**src/rtl/var_bw_mul_pkg.sv**
```systemverilog
// Shared types and helpers for the variable bit-width multiplier scheduler.
//   LANE_W / OP_W / P_W : narrow lane, operand and product widths
//   sched_state_e       : scheduler FSM states
//   mul_req_t           : one requester's operation (wide flag + operands)
//   lane_place()        : put a narrow operand byte into a port's multiplier lane
//   pack_lanes()        : combine two narrow operands into one parallel-mode operand
package var_bw_mul_pkg;

    localparam int unsigned LANE_W = 8;
    localparam int unsigned OP_W   = 16;
    localparam int unsigned P_W    = 32;

    typedef enum logic [0:0] {
        IDLE      = 1'b0,
        PAIR_WAIT = 1'b1
    } sched_state_e;

    typedef struct packed {
        logic            wide;
        logic [OP_W-1:0] a;
        logic [OP_W-1:0] b;
    } mul_req_t;

    // Port 0 owns the low lane, port 1 the high lane; the unused lane is zeroed.
    function automatic logic [OP_W-1:0] lane_place(input logic port, input logic [OP_W-1:0] v);
        logic [OP_W-1:0] r;
        if (port) r = {v[LANE_W-1:0], {LANE_W{1'b0}}};
        else      r = {{LANE_W{1'b0}}, v[LANE_W-1:0]};
        return r;
    endfunction

    function automatic logic [OP_W-1:0] pack_lanes(input logic [OP_W-1:0] lo,
                                                   input logic [OP_W-1:0] hi);
        return {hi[LANE_W-1:0], lo[LANE_W-1:0]};
    endfunction

endpackage

```
**src/rtl/var_bw_mul_sched_if.sv**
```systemverilog
// Bus bundle of the multiplier scheduler: two request/response ports plus the
// shared multiplier operand/result path.
//   slave  : scheduler view (takes requests, drives responses and multiplier)
//   master : environment view (requesters, response sinks, multiplier)
interface var_bw_mul_sched_if;
    import var_bw_mul_pkg::*;

    logic            req0_valid;
    logic            req0_ready;
    logic            req0_wide;
    logic [OP_W-1:0] req0_a;
    logic [OP_W-1:0] req0_b;
    logic            req1_valid;
    logic            req1_ready;
    logic            req1_wide;
    logic [OP_W-1:0] req1_a;
    logic [OP_W-1:0] req1_b;

    logic            rsp0_valid;
    logic            rsp0_ready;
    logic [P_W-1:0]  rsp0_p;
    logic            rsp1_valid;
    logic            rsp1_ready;
    logic [P_W-1:0]  rsp1_p;

    logic            mul_para_mode;
    logic [OP_W-1:0] mul_a;
    logic [OP_W-1:0] mul_b;
    logic [P_W-1:0]  mul_p;

    modport slave (
        input  req0_valid, req0_wide, req0_a, req0_b,
        input  req1_valid, req1_wide, req1_a, req1_b,
        output req0_ready, req1_ready,
        output rsp0_valid, rsp0_p, rsp1_valid, rsp1_p,
        input  rsp0_ready, rsp1_ready,
        output mul_para_mode, mul_a, mul_b,
        input  mul_p
    );

    modport master (
        output req0_valid, req0_wide, req0_a, req0_b,
        output req1_valid, req1_wide, req1_a, req1_b,
        input  req0_ready, req1_ready,
        input  rsp0_valid, rsp0_p, rsp1_valid, rsp1_p,
        output rsp0_ready, rsp1_ready,
        input  mul_para_mode, mul_a, mul_b,
        output mul_p
    );

endinterface

```
**src/rtl/var_bw_mul_rsp_slot.sv**
```systemverilog
// Per-port result slot: holds one product with a valid/ready handshake and
// tracks whether the port has an operation outstanding.
//   clk, rst     : clock, synchronous active-high reset
//   i_accept     : request of this port accepted this cycle
//   i_capture    : multiplier result for this port available this cycle
//   i_cap_p      : product to capture
//   i_rsp_ready  : consumer takes the result
//   o_rsp_valid  : result valid
//   o_rsp_p      : result value, held while valid and not taken
//   o_busy       : an operation is outstanding (accepted, result not yet popped)
module var_bw_mul_rsp_slot
    import var_bw_mul_pkg::*;
(
    input  logic           clk,
    input  logic           rst,
    input  logic           i_accept,
    input  logic           i_capture,
    input  logic [P_W-1:0] i_cap_p,
    input  logic           i_rsp_ready,
    output logic           o_rsp_valid,
    output logic [P_W-1:0] o_rsp_p,
    output logic           o_busy
);

    logic           r_valid;
    logic           r_busy;
    logic [P_W-1:0] r_p;
    logic           w_pop;

    assign w_pop = r_valid & i_rsp_ready;

    // Accept only happens when not busy, and capture only when the slot is
    // empty, so neither collides with a pop.
    always_ff @(posedge clk) begin
        if (rst) begin
            r_valid <= 1'b0;
            r_busy  <= 1'b0;
            r_p     <= '0;
        end else begin
            if (i_accept)   r_busy <= 1'b1;
            else if (w_pop) r_busy <= 1'b0;

            if (i_capture) begin
                r_valid <= 1'b1;
                r_p     <= i_cap_p;
            end else if (w_pop) begin
                r_valid <= 1'b0;
            end
        end
    end

    assign o_rsp_valid = r_valid;
    assign o_rsp_p     = r_p;
    assign o_busy      = r_busy;

endmodule

```
**src/rtl/var_bw_mul_sched.sv**
```systemverilog
// Two-port scheduler sharing one variable bit-width multiplier (one 16x16 or
// two 8x8 products). Concurrent narrow requests are packed into one
// parallel-mode op; a lone narrow request waits up to WAIT_CYCLES for a partner.
//   clk, rst : clock, synchronous active-high reset
//   bus      : request/response ports and multiplier operand/result path
// Parameters:
//   WAIT_CYCLES : max cycles a lone narrow request waits for a partner (0 = never)
module var_bw_mul_sched
    import var_bw_mul_pkg::*;
#(
    parameter int unsigned WAIT_CYCLES = 4
) (
    input logic               clk,
    input logic               rst,
    var_bw_mul_sched_if.slave bus
);

    localparam int unsigned CNT_W = (WAIT_CYCLES > 0) ? $clog2(WAIT_CYCLES + 1) : 1;
    localparam logic [CNT_W-1:0] CNT_LAST =
        (WAIT_CYCLES > 0) ? CNT_W'(WAIT_CYCLES - 1) : '0;

    localparam logic [0:0] ST_IDLE      = IDLE;
    localparam logic [0:0] ST_PAIR_WAIT = PAIR_WAIT;

    mul_req_t        w_req [2];
    logic [1:0]      w_elig;
    logic [1:0]      w_busy;
    logic [1:0]      w_acc;
    logic            w_c;
    logic            w_o;

    logic [0:0]      r_state, w_state_d;
    logic [CNT_W-1:0] r_cnt, w_cnt_d;
    logic            r_wait_port, w_wait_port_d;
    logic            r_rr, w_rr_d;

    logic [OP_W-1:0] w_iss_a, w_iss_b;
    logic            w_iss_para, w_iss_wide;
    logic [OP_W-1:0] r_mul_a, r_mul_b;
    logic            r_para;
    logic            r_iss_valid;
    logic [1:0]      r_iss_mask;
    logic            r_iss_wide;

    logic [P_W-1:0]  w_cap_p0, w_cap_p1;

    assign w_req[0] = '{wide: bus.req0_wide, a: bus.req0_a, b: bus.req0_b};
    assign w_req[1] = '{wide: bus.req1_wide, a: bus.req1_a, b: bus.req1_b};
    assign w_elig   = {bus.req1_valid & ~w_busy[1], bus.req0_valid & ~w_busy[0]};

    always_comb begin
        w_state_d     = r_state;
        w_cnt_d       = r_cnt;
        w_wait_port_d = r_wait_port;
        w_rr_d        = r_rr;
        w_acc         = 2'b00;
        w_iss_a       = '0;
        w_iss_b       = '0;
        w_iss_para    = 1'b0;
        w_iss_wide    = 1'b0;
        w_c           = 1'b0;
        w_o           = 1'b1;

        // Nothing is accepted while reset is asserted, so ready never lies.
        if (!rst) begin
            case (r_state)
                ST_IDLE: begin
                    if (&w_elig && !w_req[0].wide && !w_req[1].wide) begin
                        w_acc      = 2'b11;
                        w_iss_a    = pack_lanes(w_req[0].a, w_req[1].a);
                        w_iss_b    = pack_lanes(w_req[0].b, w_req[1].b);
                        w_iss_para = 1'b1;
                    end else if (|w_elig) begin
                        if (r_rr) w_c = w_elig[1] ? 1'b1 : 1'b0;
                        else      w_c = w_elig[0] ? 1'b0 : 1'b1;
                        w_o = ~w_c;
                        if (w_req[w_c].wide) begin
                            w_acc[w_c] = 1'b1;
                            w_iss_a    = w_req[w_c].a;
                            w_iss_b    = w_req[w_c].b;
                            w_iss_wide = 1'b1;
                            w_rr_d     = w_o;
                        end else if (w_elig[w_o] || WAIT_CYCLES == 0) begin
                            // An eligible other port here must be wide, or we'd have packed.
                            w_acc[w_c] = 1'b1;
                            w_iss_a    = lane_place(w_c, w_req[w_c].a);
                            w_iss_b    = lane_place(w_c, w_req[w_c].b);
                            w_iss_para = 1'b1;
                            w_rr_d     = w_o;
                        end else begin
                            w_state_d     = ST_PAIR_WAIT;
                            w_wait_port_d = w_c;
                            w_cnt_d       = '0;
                        end
                    end
                end
                ST_PAIR_WAIT: begin
                    w_c = r_wait_port;
                    w_o = ~w_c;
                    if (!w_elig[w_c]) begin
                        // Waiter withdrew; nothing to issue.
                        w_state_d = ST_IDLE;
                    end else if (w_elig[w_o] && !w_req[w_o].wide) begin
                        w_acc      = 2'b11;
                        w_iss_a    = pack_lanes(w_req[0].a, w_req[1].a);
                        w_iss_b    = pack_lanes(w_req[0].b, w_req[1].b);
                        w_iss_para = 1'b1;
                        w_state_d  = ST_IDLE;
                    end else if (w_elig[w_o] || r_cnt == CNT_LAST) begin
                        w_acc[w_c] = 1'b1;
                        w_iss_a    = lane_place(w_c, w_req[w_c].a);
                        w_iss_b    = lane_place(w_c, w_req[w_c].b);
                        w_iss_para = 1'b1;
                        w_rr_d     = w_o;
                        w_state_d  = ST_IDLE;
                    end else begin
                        w_cnt_d = r_cnt + CNT_W'(1);
                    end
                end
                default: w_state_d = ST_IDLE;
            endcase
        end
    end

    always_ff @(posedge clk) begin
        if (rst) begin
            r_state     <= ST_IDLE;
            r_cnt       <= '0;
            r_wait_port <= 1'b0;
            r_rr        <= 1'b0;
            r_mul_a     <= '0;
            r_mul_b     <= '0;
            r_para      <= 1'b0;
            r_iss_valid <= 1'b0;
            r_iss_mask  <= 2'b00;
            r_iss_wide  <= 1'b0;
        end else begin
            r_state     <= w_state_d;
            r_cnt       <= w_cnt_d;
            r_wait_port <= w_wait_port_d;
            r_rr        <= w_rr_d;
            if (|w_acc) begin
                r_mul_a <= w_iss_a;
                r_mul_b <= w_iss_b;
                r_para  <= w_iss_para;
            end
            r_iss_valid <= |w_acc;
            r_iss_mask  <= w_acc;
            r_iss_wide  <= w_iss_wide;
        end
    end

    assign bus.req0_ready    = w_acc[0];
    assign bus.req1_ready    = w_acc[1];
    assign bus.mul_a         = r_mul_a;
    assign bus.mul_b         = r_mul_b;
    assign bus.mul_para_mode = r_para;

    assign w_cap_p0 = r_iss_wide ? bus.mul_p : {16'h0, bus.mul_p[15:0]};
    assign w_cap_p1 = r_iss_wide ? bus.mul_p : {16'h0, bus.mul_p[31:16]};

    var_bw_mul_rsp_slot u_slot0 (
        .clk         (clk),
        .rst         (rst),
        .i_accept    (w_acc[0]),
        .i_capture   (r_iss_valid & r_iss_mask[0]),
        .i_cap_p     (w_cap_p0),
        .i_rsp_ready (bus.rsp0_ready),
        .o_rsp_valid (bus.rsp0_valid),
        .o_rsp_p     (bus.rsp0_p),
        .o_busy      (w_busy[0])
    );

    var_bw_mul_rsp_slot u_slot1 (
        .clk         (clk),
        .rst         (rst),
        .i_accept    (w_acc[1]),
        .i_capture   (r_iss_valid & r_iss_mask[1]),
        .i_cap_p     (w_cap_p1),
        .i_rsp_ready (bus.rsp1_ready),
        .o_rsp_valid (bus.rsp1_valid),
        .o_rsp_p     (bus.rsp1_p),
        .o_busy      (w_busy[1])
    );

endmodule

```
**src/flat_wrapper.sv**
```systemverilog
// flat-port wrapper written by rule: the top's interface ports become plain ports
module var_bw_mul_sched_flat import var_bw_mul_pkg::*;
#(
    parameter int unsigned WAIT_CYCLES = 4
)
  (clk, rst, bus_req0_valid, bus_req0_wide, bus_req0_a, bus_req0_b, bus_req1_valid, bus_req1_wide, bus_req1_a, bus_req1_b, bus_req0_ready, bus_req1_ready, bus_rsp0_valid, bus_rsp0_p, bus_rsp1_valid, bus_rsp1_p, bus_rsp0_ready, bus_rsp1_ready, bus_mul_para_mode, bus_mul_a, bus_mul_b, bus_mul_p);
  var_bw_mul_sched_if bus_i ();
  input logic clk;
  input logic rst;
  input wire logic [$bits(bus_i.req0_valid)-1:0] bus_req0_valid;
  input wire logic [$bits(bus_i.req0_wide)-1:0] bus_req0_wide;
  input wire logic [$bits(bus_i.req0_a)-1:0] bus_req0_a;
  input wire logic [$bits(bus_i.req0_b)-1:0] bus_req0_b;
  input wire logic [$bits(bus_i.req1_valid)-1:0] bus_req1_valid;
  input wire logic [$bits(bus_i.req1_wide)-1:0] bus_req1_wide;
  input wire logic [$bits(bus_i.req1_a)-1:0] bus_req1_a;
  input wire logic [$bits(bus_i.req1_b)-1:0] bus_req1_b;
  output wire logic [$bits(bus_i.req0_ready)-1:0] bus_req0_ready;
  output wire logic [$bits(bus_i.req1_ready)-1:0] bus_req1_ready;
  output wire logic [$bits(bus_i.rsp0_valid)-1:0] bus_rsp0_valid;
  output wire logic [$bits(bus_i.rsp0_p)-1:0] bus_rsp0_p;
  output wire logic [$bits(bus_i.rsp1_valid)-1:0] bus_rsp1_valid;
  output wire logic [$bits(bus_i.rsp1_p)-1:0] bus_rsp1_p;
  input wire logic [$bits(bus_i.rsp0_ready)-1:0] bus_rsp0_ready;
  input wire logic [$bits(bus_i.rsp1_ready)-1:0] bus_rsp1_ready;
  output wire logic [$bits(bus_i.mul_para_mode)-1:0] bus_mul_para_mode;
  output wire logic [$bits(bus_i.mul_a)-1:0] bus_mul_a;
  output wire logic [$bits(bus_i.mul_b)-1:0] bus_mul_b;
  input wire logic [$bits(bus_i.mul_p)-1:0] bus_mul_p;
  assign bus_i.req0_valid = bus_req0_valid;
  assign bus_i.req0_wide = bus_req0_wide;
  assign bus_i.req0_a = bus_req0_a;
  assign bus_i.req0_b = bus_req0_b;
  assign bus_i.req1_valid = bus_req1_valid;
  assign bus_i.req1_wide = bus_req1_wide;
  assign bus_i.req1_a = bus_req1_a;
  assign bus_i.req1_b = bus_req1_b;
  assign bus_req0_ready = bus_i.req0_ready;
  assign bus_req1_ready = bus_i.req1_ready;
  assign bus_rsp0_valid = bus_i.rsp0_valid;
  assign bus_rsp0_p = bus_i.rsp0_p;
  assign bus_rsp1_valid = bus_i.rsp1_valid;
  assign bus_rsp1_p = bus_i.rsp1_p;
  assign bus_i.rsp0_ready = bus_rsp0_ready;
  assign bus_i.rsp1_ready = bus_rsp1_ready;
  assign bus_mul_para_mode = bus_i.mul_para_mode;
  assign bus_mul_a = bus_i.mul_a;
  assign bus_mul_b = bus_i.mul_b;
  assign bus_i.mul_p = bus_mul_p;
  var_bw_mul_sched #(.WAIT_CYCLES(WAIT_CYCLES)) u_core (.clk(clk), .rst(rst), .bus(bus_i));
endmodule
```
**config.mk**
```make
export PLATFORM = sky130hd
export DESIGN_NAME = var_bw_mul_sched_flat
export DESIGN_NICKNAME = d
export VERILOG_FILES = /design/src/rtl/var_bw_mul_pkg.sv /design/src/rtl/var_bw_mul_sched_if.sv /design/src/rtl/var_bw_mul_rsp_slot.sv /design/src/rtl/var_bw_mul_sched.sv /design/src/flat_wrapper.sv
export SDC_FILE = /design/constraint.sdc
export NUM_CORES = 1
export LEC_CHECK = 0
export ABC_CLOCK_PERIOD_IN_PS = 2700
export BUFFER_PORTS_ARGS = -buffer_cell sky130_fd_sc_hd__buf_4
export CAP_MARGIN = 20
export CORE_MARGIN = 2
export CORE_UTILIZATION = 30
export CTS_CLUSTER_DIAMETER = 150
export DETAILED_ROUTE_END_ITERATION = 7
export PLACE_DENSITY_LB_ADDON = 0.08
export SLEW_MARGIN = 40
export SYNTH_ARGS = -nofsm -noshare
export SYNTH_HDL_FRONTEND = slang
export SYNTH_SLANG_ARGS = --single-unit
export TNS_END_PERCENT = 50
```
**constraint.sdc**
```tcl
create_clock -name clk -period 2.7 [get_ports clk]
set_input_delay 0 -clock clk [delete_from_list [all_inputs] [get_ports clk]]
set_output_delay 0 -clock clk [all_outputs]
set_load 0.01 [all_outputs]
```
==> flow_summary.json <==
{
  "status": "completed",
  "cp_max_fo": 17,
  "tightest_slew_ps": 788.4,
  "place_area_um2": 7512,
  "synth.area.top_cells": "dfxtp_1 38%, nand2_1 6.2%, a21oi_1 6.1%",
  "final.setup_skew_ps": 13.22,
  "synth_cells": 644,
  "p_leak_uw": 0.003233,
  "drtAntennaViolNets": 0,
  "die_area_um2": 20770,
  "fmax_mhz": 400.0,
  "setup.worst_path.start_class": "flop",
  "timing.final.ws_setup_ps": 200.1,
  "finalInstanceArea_um2": 8356,
  "area_growth_pct": 41.84,
  "end_kind": "output pin",
  "worstPathCellList": "nor2b_4 -> a21oi_1 -> or3_1 -> buf_4 -> a21oi_1 -> buf_4",
  "rows": 51,
  "net-switching-power_uw": 1578,
  "clk_pin_slew_worst_paths_ps": 80,
  "hpwl_mm": 14.63,
  "core_area_um2": 19330,
  "ys_seq_area_share_pct": 37.72,
  "ys_ff_latch": 111,
  "setup_viol": 0,
  "vias_per_cell": 5.239,
  "grt_pass1_wl_mm": 31.62,
  "htree_levels": 3,
  "drc": 0,
  "seqPwrFrac_pct": 40.7,
  "clockBufferDepth": 2,
  "cts_buffers": 9,
  "cts_root_buffer": "clkbuf_16",
  "routedWlPerCell_um": 18.21,
  "p_clk_share_pct": 29.1,
  "clock_sinks": 111,
  "port_buffers": 204,
  "num_io_pins": 205,
  "grt_max_degree": 74,
  "finalCriticalPeriod_ps": 2500,
  "start_util_pct": 30.47,
  "die_w_um": 144.1,
  "rsz0062_at_grt": "false",
  "ys_types": 63,
  "relSlewSlack_pct": 47.44,
  "critPathArrivalTime_ps": 2500,
  "drive_above_1_share_pct": 36.33,
  "ys.flop_type": "dfxtp_1",
  "die_h_um": 144.1,
  "cts_resized": 0,
  "setup-tns-final_ps": 0,
  "grt_pass1_vias": 5897,
  "dr.pass1.iters": 4,
  "combPwrFrac_pct": 30.2,
  "worstSetupPathType": "reg2out",
  "postLayoutCoreUtil_pct": 43.21,
  "p_int_uw": 3093,
  "synth_edf_count": 0,
  "yosys.area.top_type": "dfxtp_1",
  "swShare_pct": 33.78,
  "synth_nets": 750,
  "antenna_cells": 0,
  "yosysTopAreaCellShare_pct": 37.72,
  "yosys_warnings": 0,
  "p_per_area_nw_per_um2": 559.1,
  "drv_slew": 0,
  "cts_hold_buffers": 54,
  "post-cts-setup-buffers": 0,
  "max-vdd-ir-drop_uv": 311.2,
  "hold_violations": 0,
  "synth.avg_cell_area_um2": 9.147,
  "ys_async_sr_fraction_pct": 0,
  "max-cap-violations": 0,
  "drtIter0Drc": 280,
  "nets": 968,
  "gp_congestion": 0.8119,
  "yosysMostFrequentCell": "dfxtp_1",
  "slowest_delay_ps": 630,
  "finalCritPeriodShare_pct": 92.59,
  "cp.required_ps": 2700,
  "synth_area_um2": 5891,
  "slowest_stage": "or3_1",
  "antenna_found_initial": 0,
  "synth_common_cells": "111 x dfxtp_1, 98 x nand2_1, 72 x a21oi_1",
  "grtUsageTotal_pct": 19.31,
  "grt.overflow.total": 0,
  "hold_slack_ps": 16.99,
  "routed_wl_mm": 20.62,
  "hold_class": "in2reg",
  "dr_total_vias": 5930,
  "cts_tree": "yes",
  "dp_slack_ps": 420.2,
  "clock_latency_ps": 360
}
[cells by family (layout without fill, tap and decap cells)]
logic type	Yosys count	count (layout)	share of synthesized area, %
AO/OA/AOI/OAI	209	209	28.99
flip-flops	111	111	37.72
buffers and inverters	78	301	7.689
AND/OR/NAND/NOR	224	224	21.73
multiplexers	19	19	3.292
XOR/XNOR	1	1	0.1487
adder cells (fa/ha/maj)	2	2	0.4247
[layout make-up]
class / count / area [µm²]
Fill cell: 1920 / 10980
Multi-Input combinational cell: 455 / 3218
Timing Repair Buffer: 277 / 2247
Sequential cell: 111 / 2223
Tap cell: 265 / 331.6
Clock buffer: 9 / 225.2
Clock inverter: 7 / 77.57
Inverter: 8 / 32.53
[flip-flops by register name, summed over array words and instances, names as in the netlist, 2 cells and up]
signal                  count
u_core.bus.mul_a           16
u_core.bus.mul_b           16
u_core.r_cnt                3
u_core.r_iss_mask           2
u_core.u_slot0.o_rsp_p     32
u_core.u_slot1.o_rsp_p     32
[cell usage in the layout (no fill, tap or decap), types with 3 or more instances in the layout]
cell type      instances
dfxtp_1              110
dlygate4sd3_1         54
inv_1                  6
o21ai_0                5
clkbuf_16              9
a221o_1               16
nor2_1                23
nand2_1               98
o41ai_2               16
buf_4                220
nand4_1                4
a2111oi_0              4
a21oi_1               72
nor2_2                 3
a2111oi_2              9
a31oi_1               20
mux2i_1               18
a211oi_1              19
o21ai_1                6
and3_1                16
nor4_2                24
o221ai_1              16
nand3_1               38
[power groups by stage]
stage	clock network, µW	logic (µW)	registers (µW)
after floorplan	0	859	1930
after global placement	0	1320	1940
after detailed placement	0	1350	1940
after CTS	1400	1420	1900
after global routing	1470	1520	1920
final	1360	1410	1900
[routing by layer]
layer	part of all wire [%]	vias up	GRT usage [%]
li1	-	2864	-
met1	43	2855	23.69
met2	49	195	33.61
met3	7.7	16	5.033
met4	1.2	0	5.005
met5	0	-	0
[through the flow]
step                cells  total power, µW
floorplan             644             2790
finish               1132             4671
detailed placement   1062             3288
global placement     1061             3258
CTS                  1132             4717
global route         1132             4912
[final timing paths]
kind	slack [ps]	from	to	cells after the start
worst min register to register	460	u_core.u_slot1.o_rsp_p[31]	u_core.u_slot1.o_rsp_p[31]	2
worst max register to register	410	u_core.r_rr	u_core.bus.mul_b[14]	5
worst min-delay path	20	bus_req0_b[6]	u_core.bus.mul_b[6]	3
worst max-delay path	200	u_core.u_slot0.o_busy	bus_req0_ready	6
[critical path: cells and delay by family (launching register included)]
kind | cells | cell delay, ps
AO/OA/AOI/OAI | 2 | 360
buffers and inverters | 2 | 420
flip-flops | 1 | 340
AND/OR/NAND/NOR | 2 | 1020
No activity file was read; power rests on OpenSTA's default activity.
